File: src/rtl/health_pkg.sv
// health_pkg: detector sample widths, scheduler FSM states and a saturating increment helper.
package health_pkg;
    localparam int PH_W = 4;
    localparam int TYPE_W = 3;

    typedef enum logic [1:0] {IDLE, DRIVE, CAPTURE} state_t;

    function automatic logic [31:0] sat_inc(input logic [31:0] v, input logic [31:0] max);
        return (v == max) ? v : v + 32'd1;
    endfunction
endpackage

File: src/rtl/rr_arbiter.sv
// rr_arbiter: combinational round-robin pick of the first requester after last_grant, wrapping.
module rr_arbiter #(
    parameter int N = 4,
    localparam int IW = $clog2(N)
) (
    input  logic [N-1:0]  req,
    input  logic [IW-1:0] last_grant,
    input  logic          any,
    output logic [IW-1:0] grant_idx,
    output logic          grant_valid
);
    logic [IW-1:0] idx;

    // Scan from farthest to nearest so the nearest requester after last_grant wins.
    always_comb begin
        grant_idx = '0;
        grant_valid = 1'b0;
        idx = '0;
        for (int k = N; k >= 1; k--) begin
            idx = IW'((int'(last_grant) + k) % N);
            if (any && req[idx]) begin
                grant_idx = idx;
                grant_valid = 1'b1;
            end
        end
    end
endmodule

File: src/rtl/blood_check_scheduler.sv
// blood_check_scheduler: round-robin time-sharing of one blood abnormality detector across patients.
// Define ALARM_DEBOUNCE_EN to raise an alarm only on two consecutive abnormal verdicts per patient.
module blood_check_scheduler
    import health_pkg::*;
#(
    parameter int NUM_PATIENTS = 4,
    parameter int CNT_W = 8,
    localparam int IW = $clog2(NUM_PATIENTS)
) (
    input  logic                         clk,
    input  logic                         rst_n,
    input  logic [NUM_PATIENTS-1:0]      req,
    input  logic [PH_W*NUM_PATIENTS-1:0] ph_in,
    input  logic [TYPE_W*NUM_PATIENTS-1:0] type_in,
    output logic [NUM_PATIENTS-1:0]      ack,
    output logic [PH_W-1:0]              det_ph,
    output logic [TYPE_W-1:0]            det_type,
    input  logic                         det_abnormal,
    output logic                         result_valid,
    output logic [IW-1:0]                result_id,
    output logic                         result_abn,
    output logic [NUM_PATIENTS-1:0]      alarm,
    input  logic [NUM_PATIENTS-1:0]      alarm_clr,
    output logic [CNT_W-1:0]             abn_count,
    output logic                         busy
);
    state_t state, nxt;
    logic [IW-1:0] grant, last_grant, arb_idx;
    logic arb_valid;
    logic [NUM_PATIENTS-1:0] set_vec;

    rr_arbiter #(.N(NUM_PATIENTS)) u_arb (
        .req(req),
        .last_grant(last_grant),
        .any(state == IDLE),
        .grant_idx(arb_idx),
        .grant_valid(arb_valid)
    );

    always_ff @(posedge clk or negedge rst_n)
        if (!rst_n) state <= IDLE;
        else state <= nxt;

    always_comb begin
        nxt = state;
        nxt = (state == IDLE) ? (arb_valid ? DRIVE : IDLE) : (state == DRIVE) ? CAPTURE : IDLE;
    end

`ifdef ALARM_DEBOUNCE_EN
    logic [NUM_PATIENTS-1:0] streak;

    always_ff @(posedge clk or negedge rst_n)
        if (!rst_n) streak <= '0;
        else if (state == CAPTURE) streak[grant] <= det_abnormal;

    assign set_vec = (state == CAPTURE && det_abnormal && streak[grant]) ?
                     NUM_PATIENTS'(1) << grant : '0;
`else
    assign set_vec = (state == CAPTURE && det_abnormal) ? NUM_PATIENTS'(1) << grant : '0;
`endif

    always_ff @(posedge clk or negedge rst_n) begin
        if (!rst_n) begin
            ack <= '0;
            det_ph <= '0;
            det_type <= '0;
            result_valid <= 1'b0;
            result_id <= '0;
            result_abn <= 1'b0;
            alarm <= '0;
            abn_count <= '0;
            grant <= '0;
            last_grant <= IW'(NUM_PATIENTS - 1);
        end else begin
            ack <= '0;
            result_valid <= 1'b0;
            alarm <= (alarm & ~alarm_clr) | set_vec;
            if (state == IDLE && arb_valid) begin
                det_ph <= ph_in[arb_idx*PH_W +: PH_W];
                det_type <= type_in[arb_idx*TYPE_W +: TYPE_W];
                grant <= arb_idx;
            end
            if (state == CAPTURE) begin
                ack[grant] <= 1'b1;
                result_valid <= 1'b1;
                result_id <= grant;
                result_abn <= det_abnormal;
                last_grant <= grant;
                if (det_abnormal)
                    abn_count <= CNT_W'(sat_inc(32'(abn_count), 32'({CNT_W{1'b1}})));
            end
        end
    end

    assign busy = (state != IDLE);
endmodule

File: config.mk
export PLATFORM = sky130hd
export DESIGN_NAME = blood_check_scheduler
export DESIGN_NICKNAME = d
export VERILOG_FILES = /design/src/rtl/health_pkg.sv /design/src/rtl/rr_arbiter.sv /design/src/rtl/blood_check_scheduler.sv
export SDC_FILE = /design/constraint.sdc
export NUM_CORES = 1
export LEC_CHECK = 0
export ABC_AREA = 1
export BUFFER_PORTS_ARGS = -buffer_cell sky130_fd_sc_hd__buf_2
export CORE_MARGIN = 4
export CORE_UTILIZATION = 53
export DETAILED_ROUTE_END_ITERATION = 12
export PLACE_DENSITY = 0.85
export REMOVE_ABC_BUFFERS = 1
export SLEW_MARGIN = 40
export SYNTH_ARGS = -nofsm -noshare
export SYNTH_HDL_FRONTEND = slang
export SYNTH_HIERARCHICAL = 1
export SYNTH_SLANG_ARGS = --single-unit
File: constraint.sdc
create_clock -name clk -period 3.4 [get_ports clk]
set_input_delay 0.17 -clock clk [delete_from_list [all_inputs] [get_ports clk]]
set_output_delay 0.17 -clock clk [all_outputs]
set_load 0.1 [all_outputs]
==> impl_summary.txt <==
----------------------------------------------------
[Worst setup path]
  Most frequent cell on the critical path ... nand2_1
  Cells traversed along the worst timing path ... nor2_2, nand2_1, inv_1, nand2_1, nand2_1, o211ai_1, nand2_1, inv_2, o21ai_0, nand2_1, nand2_1, nand2_1
  Critical Path Max Stage Delay ... 0.44 ns
  Data arrival time of the worst path ... 2.56 ns
  Buffer and inverter count on the worst path ... 2
  Maximum fanout along the worst path ... 15
  Startpoint of the worst setup timing path ... state[0]
  Cell count of the worst reg-to-reg path ... 12
  Family with the most delay on the worst path ... simple AND/OR/NAND/NOR gates
  Minimum setup slack among reg-to-reg paths ... approximately 1.1 ns
  Setup crit start kind ... flop
  Required time at the worst-slack endpoint ... 3.62 ns
  WS Path Type ... flop to flop
  Master of the slowest instance on the critical path ... dfrtp_1
  Terminus of the critical flop-to-flop path ... det_ph[0]
  Worst Setup End Kind ... flop
  Beginning of the worst register-to-register path ... state[0]

[Pwr]
  Power Density ... 1000 nW/um^2
  Post-route total power ... 2.33 mW
  Largest voltage drop on the vdd net ... 721 uV
  Leakage power ... 1.31 nW

[Die]
  Number of standard-cell rows in the floorplan ... 21
  Floorplan die height ... 68.0 um
  Total Die Area ... 4620 sq um
  I/O pins ... 67
  Starting Density ... 55.8%
  Placeable core region ... 3420 sq um
  Chip width ... 68.0 um

[Placement]
  IO buf count ... 66
  Global placer's final weighted congestion ... a little over 0.8
  Half-perimeter wire length after placement ... approximately 3.2 mm

[Synth]
  Number of synthesis warnings ... 6
  Synthesized instance count ... about 260
  Mapped cell area ... 1910 sq um
  Proportion of synthesized flip-flops having asynchronous set or reset ... 100%
  Cell variety after synth ... 30
  Flip-flop cell with the highest count after synthesis ... dfrtp_1
  Flip-flop and latch count after synthesis ... 33
  Part of the Yosys area used for sequential elements ... between 40% and 50%
  Post-synthesis area per instance ... 7.22 sq um
  Number of enable flip-flop cells after synthesis ... 0

[Global routing]
  GRT Resource Usage Total ... 19.7%
  Via count of the first global-routing pass ... between 1500 and 2000
  Antenna violations before repair ... 0
  Pin count of the biggest net entering global routing ... 34
  First-pass GRT wire length ... ~7 mm
  Remaining global-route overflow ... 0

[Run]
  Max Cap Viol ... 0

[Cells and area]
  Top library cells by usage in the layout, fill and taps aside ... nand2_1 (102), buf_2 (66), nor2_1 (36)
  Most common cell after layout, fill and taps aside ... nand2_1
  Share of final-layout standard cells stronger than drive strength 1 ... between 20% and 30%
  Filler instances ... 315
  Total Nets Final ... 374
  Area added between synthesis and finish ... 21.6%
  Inserted Diodes ... 0

[STA]
  Tcrit/Tclk final ... between 60 and 70%
  Transition time of the tightest slew-check pin ... ~0.72 ns
  Setup violators final ... 0
  Normalized max-slew margin ... 52.3%
  Unrepaired setup endpoints after global routing ... false
  Final count of hold timing violations ... 0
  Max Transition Viols Final ... 0
  Minimum period implied by the final worst setup slack ... 2.34 ns
  Fin Setup TNS ... 0 ns
  Maximum clock skew at final layout ... between 0.01 and 0.015 ns
  Maximum achievable frequency ... 428 MHz

[Min path]
  Worst Hold Launch ... alarm_clr[0]
  Hold Crit Depth ... 2
  HP Class ... primary input to flop
  Worst hold path endpoint ... alarm[0]

[Drt]
  Number of nets with antenna violations after detailed routing ... 0
  First-pass iteration count of the detailed router ... 4
  Wl on met1 ... 1.88 mm
  Sum of met3 wire segment lengths after detailed routing ... approximately 280 um
  Highest routing layer actually used ... met4
  Iter 0 DRT Violations ... 87
  Average wire per cell in the routed design ... approximately 11 um
  Remaining design rule violation count ... 0
  Routed wire length ... about 4.2 mm
  Length of routed met2 wiring ... ~2 mm
  Ratio of routed vias to standard cells ... around 4.8
  Routed vias ... 1818

[Clock network]
  Resized Gates After CTS ... 0
  Clk pin slew, worst setup/hold paths ... 0.10 ns
  Insertion delay of the later-clocked pin in the worst-skew pair ... roughly 0.32 ns
  H-tree depth reported by CTS ... 2
  Max Root-Sink Buffers ... 2
  TritonCTS clock tree ... built
  Num CTS Buffers ... 5
  Buffer type at the clock tree root ... clkbuf_4
  Clock sink count ... 33

[Run status]
  Outcome ... completed

----------------------------------------------------
[Yosys cell counts (2+ instances only)]
cell type / number / area, sq um
inv_4: 2 / 12.5
nor2_2: 2 / 12.5
nor2_1: 36 / 135
inv_1: 25 / 93.8
buf_6: 2 / 22.5
nand2_1: 102 / 383
o21ai_1: 7 / 35.0
inv_2: 3 / 11.3
dfrtp_1: 31 / 776
nand2_4: 3 / 33.8
nand3_1: 10 / 50.1
o211ai_1: 4 / 30.0
dfstp_2: 2 / 52.6
o21ai_0: 7 / 35.0
nor2_4: 3 / 33.8
o22ai_1: 3 / 18.8
a21oi_1: 2 / 10.0
nand2_2: 8 / 50.1
[report_power, final]
part           internal [mW]  leakage, nW  switching (mW)
Clock                 0.0824       0.0265           0.120
Combinational          0.291        0.864            1.17
Sequential             0.525        0.418           0.137
Total                  0.898         1.31            1.43
[worst max path at each step]
stage,to,cells past startpoint,slack [ns]
after floorplan,det_type[0],13,1.36
after global placement,det_ph[1],12,1.13
after detailed placement,det_ph[1],13,1.07
after CTS,det_ph[0],12,1.06
after global routing,det_ph[1],13,0.80
final,det_ph[0],12,1.06
[final cells by class]
cell class,count,area [sq um],area share (%)
repair buffers,67,340,14.7
multi-input cells,197,925,39.9
inverters,30,118,5.08
flip-flops and latches,33,828,35.7
clock buffers,8,48.8,2.11
well taps,46,57.6,2.48
[registers in the layout, summed over array words and instances, names as in the netlist]
| register | cells |
|---|---|
| result_abn | 1 |
| ack | 4 |
| result_id | 2 |
| det_ph | 4 |
| last_grant | 2 |
| alarm | 4 |
| abn_count | 8 |
| result_valid | 1 |
| state | 2 |
| det_type | 3 |
| grant | 2 |
[layer usage]
metal	global-route usage, %	up-vias
met1	24.9	800
met5	0	-
met4	8.44	0
met3	4.43	8
met2	32.1	55
li1	-	955
[through the flow]
| stage | utilization [%] | setup WS (ns) | cells | hold slack, ns | area (sq um) |
|---|---|---|---|---|---|
| floorplan | - | 1.36 | 260 | -0.126 | 1870 |
| global placement | 66.1 | 1.13 | 372 | 0.259 | 2260 |
| detailed placement | 66.1 | 1.07 | 372 | 0.264 | 2260 |
| CTS | 67.8 | 1.06 | 381 | 0.00952 | 2320 |
| global route | 67.8 | 0.800 | 381 | 0.00806 | 2320 |
| finish | 67.8 | 1.06 | 381 | 0.0152 | 2320 |
[repair_timing]
item	4_1_cts	5_1_grt
hold endpoints to repair	31	0
hold buffers	1	0
setup buffers	0	0
[cells by family (layout without fill, tap and decap cells)]
family / count (synthesis) / after routing / share of synthesized area (%)
AND/OR/NAND/NOR: 169 / 169 / 39.1
buffers and inverters: 34 / 105 / 8.01
flip-flops: 33 / 33 / 43.5
AO/OA/AOI/OAI: 25 / 25 / 7.88
XOR/XNOR: 2 / 2 / 0.919
adder cells (fa/ha/maj): 1 / 1 / 0.656
(Power assumes the default switching activity.)
